`src/rtl/mod_updown_counter.sv`:
```
`default_nettype none
// ============================================================================
//  Module   : mod_updown_counter
//  Brief    : Loadable up/down modulo counter (0..MAX) stepped by a
//             synchronised, edge-detected active-low pushbutton.
//  Revision : 1.0 - initial release
// ============================================================================
module mod_updown_counter #(
    parameter int WIDTH    = 4,
    parameter int MAX      = 9,
    parameter int SATURATE = 0
) (
    input  logic             clk,
    input  logic             reset,
    input  logic             step_n,
    input  logic             en,
    input  logic             up,
    input  logic             load_n,
    input  logic [WIDTH-1:0] d,
    output logic [WIDTH-1:0] q,
    output logic             tc,
    output logic             at_max,
    output logic             at_min
);

    generate
        if (WIDTH < 1 || WIDTH > 16 || MAX < 1 || MAX > (2 ** WIDTH) - 1) begin : g_bad_params
            $error("mod_updown_counter: illegal WIDTH/MAX combination");
        end
    endgenerate

    localparam logic [WIDTH-1:0] c_max  = WIDTH'(MAX);
    localparam logic [WIDTH-1:0] c_zero = '0;
    localparam logic [WIDTH-1:0] c_one  = WIDTH'(1);
    localparam logic             c_wrap = (SATURATE == 0);

    logic             r_s1;
    logic             r_s2;
    logic             r_s3;
    logic [WIDTH-1:0] r_q;
    logic             r_tc;
    logic             w_step_evt;

    // Falling edge of the synchronised key; the chain resets to "pressed"
    // so a key held through reset release never produces an event.
    assign w_step_evt = r_s3 & ~r_s2;

    always_ff @(posedge clk) begin
        if (reset) begin
            r_s1 <= 1'b0;
            r_s2 <= 1'b0;
            r_s3 <= 1'b0;
            r_q  <= c_zero;
            r_tc <= 1'b0;
        end else begin
            r_s1 <= step_n;
            r_s2 <= r_s1;
            r_s3 <= r_s2;
            r_tc <= 1'b0;
            if (!load_n) begin
                r_q <= (d > c_max) ? c_max : d;
            end else if (w_step_evt && en) begin
                if (up) begin
                    if (r_q == c_max) begin
                        if (c_wrap) begin
                            r_q  <= c_zero;
                            r_tc <= 1'b1;
                        end
                    end else begin
                        r_q <= r_q + c_one;
                    end
                end else begin
                    if (r_q == c_zero) begin
                        if (c_wrap) begin
                            r_q  <= c_max;
                            r_tc <= 1'b1;
                        end
                    end else begin
                        r_q <= r_q - c_one;
                    end
                end
            end
        end
    end

    assign q      = r_q;
    assign tc     = r_tc;
    assign at_max = (r_q == c_max);
    assign at_min = (r_q == c_zero);

endmodule
`default_nettype wire
```
`config.mk`:
```
export PLATFORM = sky130hd
export DESIGN_NAME = mod_updown_counter
export DESIGN_NICKNAME = d
export VERILOG_FILES = /design/src/rtl/mod_updown_counter.sv
export SDC_FILE = /design/constraint.sdc
export NUM_CORES = 1
export LEC_CHECK = 0
export CELL_PAD_IN_SITES_DETAIL_PLACEMENT = 0
export CELL_PAD_IN_SITES_GLOBAL_PLACEMENT = 2
export CORE_UTILIZATION = 23
export CTS_BUF_LIST = sky130_fd_sc_hd__clkbuf_8 sky130_fd_sc_hd__clkbuf_16
export CTS_CLUSTER_DIAMETER = 100
export CTS_CLUSTER_SIZE = 8
export DETAILED_ROUTE_END_ITERATION = 8
export HOLD_SLACK_MARGIN = 0.15
export PLACE_DENSITY = 0.78
export SLEW_MARGIN = 20
export SYNTH_ARGS = -nofsm -noshare
export SYNTH_HDL_FRONTEND = slang
export SYNTH_SLANG_ARGS = --single-unit
```
`constraint.sdc`:
```
create_clock -name clk -period 1.95 [get_ports clk]
set_input_delay 0.39 -clock clk [delete_from_list [all_inputs] [get_ports clk]]
set_output_delay 0.39 -clock clk [all_outputs]
set_load 0.005 [all_outputs]
```
==> Yosys cells after proc, flatten, opt, wreduce, memory -nomap -nowiden <==
Cells that the tools add are included.
{ "word_totals": {"register_bits": 8, "output_inout_bits": 7} }
{ "op_classes": {"n_addsub": 2, "n_lt_le_gt_ge": 1, "eq_ne": 2, "n_mux": 9, "n_bitwise": 4, "reduce_logical": 3} }
{ "ops": {"columns": ["cell", "count"], "rows": [
  ["$mux W4", 6],
  ["$add A4 B1 Y4 const B", 1],
  ["$eq A4 B4 Y1 const B", 1],
  ["$gt A4 B4 Y1 const B", 1],
  ["$logic_not A4 Y1", 1],
  ["$sub A4 B1 Y4 const B", 1],
  ["$mux W1", 3],
  ["$not A1 Y1", 3],
  ["$reduce_or A3 Y1", 1],
  ["$ne A2 B1 Y1 const B", 1],
  ["$and A1 B1 Y1", 1],
  ["$logic_and A1 B1 Y1", 1]
]} }

==> Logic depth before layout (Yosys ltp) <==
{ "logic_depth": {"word_depth": 5, "ltp_mapped": 5} }

==> Least setup slack after synthesis <==
Ideal clock, no wire load.
{ "synth_timing": {"path_type": "reg-to-reg", "start": "register r_q[3] (netlist: q[3])", "end": "register r_q[3] (netlist: q[3])", "setup_time_ns": 0.088, "arrival_ns": 1.466, "required_time_ns": 1.862, "setup_slack_ns": 0.396, "stages_incl_launch_ff": 6, "path_buffers": 1, "period_less_slack_ns": 1.554, "cell_sequence": "dfxtp_1 -> buf_6 -> or3_1 -> or3_1 -> a21o_1 -> a311oi_2"} }
{ "synth_between": {"elab_chain_len": 5} }
{ "synth_rtl": {"columns": ["element", "line", "text"], "rows": [
  ["start, declared", "40", "logic [WIDTH-1:0] r_q;"],
  ["start signal, assigned", "53", "r_q <= c_zero;"],
  ["start signal, assigned", "61", "r_q <= (d > c_max) ? c_max : d;"],
  ["start signal, assigned", "66", "r_q <= c_zero;"],
  ["$sub A4 B1 Y4, or another cell as far along", "79", "r_q <= r_q - c_one;"],
  ["$mux W4 (on tied branches)", "73, 64", null],
  ["$mux W4 *", "63", "if (up) begin"],
  ["$mux W4 *", "62", "end else if (w_step_evt && en) begin"],
  ["$mux W4 *", "60", "if (!load_n) begin"]
]} }
Every way passes the cells marked *; elsewhere a longest branch is shown, timed or not. The select of a mux whose other input is x is not followed.
A chain may end at the register's enable or synchronous reset.

==> Worst setup path after layout <==
{ "layout_timing": {"start": "register r_q[1] (netlist: q[1])", "end": "output port at_max"} }
{ "layout_between": {"elab_chain_len": 1} }
{ "layout_rtl": {"columns": ["element", "line", "text"], "rows": [
  ["$eq A4 B4 Y1", "88", "assign at_max = (r_q == c_max);"],
  ["end, declared", "22", "output logic at_max,"]
]} }
No other way between the ends.

==> qor.txt <==
Root Buffer: clkbuf_8
Average wire length per cell after detail routing: 11.3 um
Worst R2R Start: q[3]
Maximum buffer depth of the clock tree: 2
Remaining routing DRC violations: 0
Highest net fanout along the worst path: 7
Post-synthesis cell count: 55
Final-layout worst hold slack: 0.432 ns
Transition at the pin with the smallest max-transition slack: 0.322 ns
DR vias/cell: 4.83
Hold Violations, Final: 0
TritonCTS clock tree: built
Worst hold start: r_s1
Data required time at the worst endpoint: 1.56 ns
End of the worst register-to-register path: q[3]
Starting Density: 25.8%
Number of input and output port buffers inserted: 16
Length of the first detailed-routing pass in iterations: 4
FF-to-FF path depth: 4
Most common library cell in the layout ignoring fill and taps: clkdlybuf4s50_1
Part of the total power dissipated in sequential elements: 39.8%
Outcome: finished clean
Number of placed I/O pins: 17
Global route total overflow: 0
Fin util: 39.3%
Core area: 1820 um2
Antenna Diode Count: 0
Fraction of final layout cells with drive strength greater than 1: 14.7%
Max Fclk: 541 MHz
Global-route wire length before repair: 1.88 mm
Max Clock Skew: 0.00237 ns
Class of the worst hold path: reg -> reg
Post-route minimum period: 1.85 ns
Max-slew violation total from the final report: 0
Post-detailed-routing wire length: 1.13 mm
Critical path's largest stage delay: 0.49 ns
Net count after synthesis: 65
Final clock period utilization by the worst path: 94.8%
Mapped Area: 469 um2
All-layer global routing usage: 12.8%
Average instance area after synthesis: 8.53 um2
Cell chain of the critical path: nor2_2 > and3_1 > clkdlybuf4s50_1
Layout net count: 87
Die extent in x: 47.2 um
H-tree depth: 1
Setup Viol. Count Final: 0
Net Sw Power: 0.111 mW
Kind of critical path: reg -> out
Sort of element at the start of the critical path: flip-flop
Die area: 2220 um2
Cell Pwr Density: 659 nW/um2
Portion of total power attributed to the clock network: 42.0%
Switching power as a share of total power: 23.5%
Total via count after detailed routing: 483
Most frequent cells in the layout: clkdlybuf4s50_1 (16), o21ai_0 (7), dfxtp_1 (7), nor2b_1 (4), buf_4 (4)
Clock transition time at the flip-flop clock pins of the worst setup and hold paths: 0.04 ns
Cts-stage hold buffer count: 0
Cell depth of the worst hold path: 1
CTS buffer count: 3
CTS Sinks: 8
Min-Delay Endpoint: r_s2
Setup bufs post-CTS: 0
Number of global-route vias before repair: 394
Row count: 15
Static leakage: 0.261 nW
Number of different library cells in the post-synthesis netlist: 29
Worst slew margin: 78.5%
Critical path arrival: 1.46 ns
Register bit total from synthesis: 8
Initial antenna violation count: 0
Max capacitance violation total: 0
Die Height: 47.2 um
Cell with the largest stage delay on the worst path: clkdlybuf4s50_1
Antenna-violating nets left: 0
P_int: 0.361 mW
GPL Wtd Cong: 0.749
Number of violations reported at the end of detailed-routing iteration 0: 12
Insertion delay of the later-clocked pin in the worst-skew pair: 0.23 ns
Worst R2R Setup Slack: 0.35 ns
Combinational fraction of design power: 18.2%
Count of synthesis-stage warnings from yosys: 0
Worst supply voltage drop on vdd: 0.000335 V
Detail Placement HPWL: 839 um
Pin count of the biggest net entering global routing: 15
RSZ-0062 raised after global routing: false
Layout area overhead: 52.5%
Kind of capture point of the worst setup path: primary output
Sequential-to-total area share from yosys stat: 34.1%
## kinds of logic after synthesis
family	Yosys count	synth area share, %
and+or+nand+nor	21	28.0
AOI/OAI and AO/OA	18	25.9
DFF	8	34.1
buffers and inverters	5	5.87
xor gates and xnor gates	2	3.73
muxes	1	2.40
## area by class of cell
type / instances / area (um2)
fillers: 193 / 1100
multi-input cells: 42 / 284
repair buffers: 20 / 190
flip-flops and latches: 8 / 161
clock buffers: 3 / 41.3
well taps: 25 / 31.3
inverters: 2 / 7.51
## through the flow
| stage | setup WS (ns) | setup TNS [ns] | area, um2 | power (mW) | instances |
|---|---|---|---|---|---|
| finish | 0.102 | 0 | 716 | 0.471 | 100 |
| floorplan | 0.396 | 0 | 469 | 0.226 | 55 |
| global placement | -0.0258 | -0.0258 | 671 | 0.275 | 97 |
| detailed placement | -0.0109 | -0.0161 | 671 | 0.274 | 97 |
| CTS | 0.0243 | 0 | 712 | 0.477 | 100 |
| global route | 0.0432 | 0 | 716 | 0.497 | 100 |
## Yosys cell counts
cell type	instances	area, um2
dfxtp_1	8	160
o21ai_0	7	35.0
nor2_1	4	15.0
nor2b_1	4	25.0
a21oi_1	3	15.0
a221oi_1	2	17.5
and2_1	2	12.5
inv_1	2	7.51
nand3b_1	2	15.0
or3_1	2	12.5
a211oi_1	1	7.51
a21o_1	1	7.51
a22oi_1	1	7.51
a311oi_1	1	8.76
a311oi_2	1	15.0
and3_1	1	6.26
and3b_1	1	8.76
and4b_1	1	10.0
buf_1	1	3.75
buf_2	1	5.00
buf_6	1	11.3
mux2_2	1	11.3
nand2b_1	1	6.26
nand3_1	1	5.00
nand4b_1	1	8.76
nor4_1	1	6.26
o31ai_1	1	7.51
xnor2_1	1	8.76
xor2_1	1	8.76
## power by group through the flow
stage | Clock [mW] | Combinational [mW] | Sequential [mW]
floorplan | 0 | 0.0441 | 0.182
global placement | 0 | 0.0859 | 0.190
detailed placement | 0 | 0.0849 | 0.190
CTS | 0.204 | 0.0859 | 0.187
global route | 0.213 | 0.0935 | 0.191
finish | 0.198 | 0.0857 | 0.188
## sequential cells by signal, summed over array words and instances (netlist names)
register	cells
r_s2	1
r_s1	1
r_s3	1
q	4
tc	1
## metal layers
metal	global-route usage [%]	share of wire (%)	vias to the layer above
met4	5.14	1.5	0
li1	-	-	247
met3	5.77	10	2
met5	0	0	-
met2	16.4	42	24
met1	18.3	46	210
## worst max-delay path, delay by kind of cell (launching register included)
kind                   cells  cell delay, ns
AND/OR/NAND/NOR            2            0.37
buffers and inverters      1            0.49
flip-flops                 1            0.37
## worst max-delay path by stage
stage	depth (start not counted)	from	to
after floorplan	5	q[3]	q[3]
after global placement	5	up	q[3]
after detailed placement	5	up	q[3]
after CTS	2	q[0]	at_max
after global routing	3	q[1]	at_max
final	3	q[1]	at_max
## what timing repair did
action	CTS	global route
endpoints found under the hold margin	0	0
setup endpoints to repair	0	2
resized for setup	0	2
Note: power is estimated with default switching activity, not from simulation.
==> edit: new RTL, same settings <==
Set the parameter `WIDTH` to 5 (it was 4).
--- a/src/rtl/mod_updown_counter.sv
+++ b/src/rtl/mod_updown_counter.sv
@@ -8,3 +8,3 @@
 module mod_updown_counter #(
-    parameter int WIDTH    = 4,
+    parameter int WIDTH    = 5,
     parameter int MAX      = 9,
Interface: changed (resized d and q); port bits go from 17 to 19. The function was not compared with the original's and may differ.
==> edit against the original RTL <==
  * Count of clock-buffer cells in the layout stayed put
  * Largest cell class unchanged
  * Sequential share of layout area is 2.2 points lower
  * Via count is 22% higher
  * Sequential power is 5% higher
  * Global-route usage is 1.3 points higher
  * Synthesized area is 23% higher
  * Final area is 24% higher
  * Setup slack better by 0.13 ns
  * Sequential cell count is 1 higher
  * Power is 14% higher
  * Wire length is 38% higher
==> edit: results (changes against the original RTL) <==
VDD IR max=0.305 mV (-9.1%); run status=finished, final reports clean; inverters=4 (+2); register area share after synthesis=0.311 (-0.0303); first-pass GRT wire length=2.68 mm (+42%); grt met1 use=0.173 (-0.00987); vias per cell=4.79 (-0.86%); final WL=1.56 mm (+38%); footprint of the multi-input gates=370 um2 (+30%); r2r setup slk=0.46 ns (+0.11 ns); M2 GR Usage=0.218 (+0.0541); number of global-route vias before repair=591 (+50%); DP HPWL=1.19 mm (+42%); fraction of power consumed by sequential logic=0.367 (-0.031); share of cells above drive strength 1=0.200 (+0.0533); clk_skew=0.00583 ns (+0.00346 ns); non-filler instance count after layout=123 (+23%); Post-synth top cells=dfxtp_1 (9), nor2_1 (6), a21oi_1 (4), inv_1 (4), nand2_1 (4); worst stage delay on the critical path=0.34 ns (-0.15 ns); Total Power=0.539 mW (+14%); GR Util met3=0.0261 (-0.0316); Switching Share=0.259 (+0.0242); mux contribution to synthesized area=0 (-0.0240); placed insts=119 (+23%); Post-DP Area=838 um2 (+25%); buffering overhead=0.271 (+0.00572); Cell variety after synth=33 (+14%); dpl ws=0.167 ns (+0.178 ns); Placer Congestion=0.735 (-1.9%); Arr. time, crit path=1.32 ns (-0.14 ns)
## edit: cell types whose count changed after synthesis, sizes merged, moves of 3 or more
cell	delta
o21ai	-5
nand2	+4
ha	+3
nor2	+3
nor3	+3
o22ai	+3
## edit: repair_timing
item                                    CTS  global route
gates resized for setup                   2             2
cloned                                    0             0
buffers inserted                          0             0
hold endpoints to repair                  0             0
endpoints found under the setup margin    2             1
## edit: worst min path at each step
| stage | start | to | cells after the start |
|---|---|---|---|
| floorplan | r_s1$_SDFF_PP0_ | r_s2$_SDFF_PP0_ | 1 |
| global placement | r_s1$_SDFF_PP0_ | r_s2$_SDFF_PP0_ | 1 |
| detailed placement | r_s1$_SDFF_PP0_ | r_s2$_SDFF_PP0_ | 1 |
| CTS | r_s1$_SDFF_PP0_ | r_s2$_SDFF_PP0_ | 1 |
| global route | r_s1$_SDFF_PP0_ | r_s2$_SDFF_PP0_ | 1 |
| finish | r_s1$_SDFF_PP0_ | r_s2$_SDFF_PP0_ | 1 |
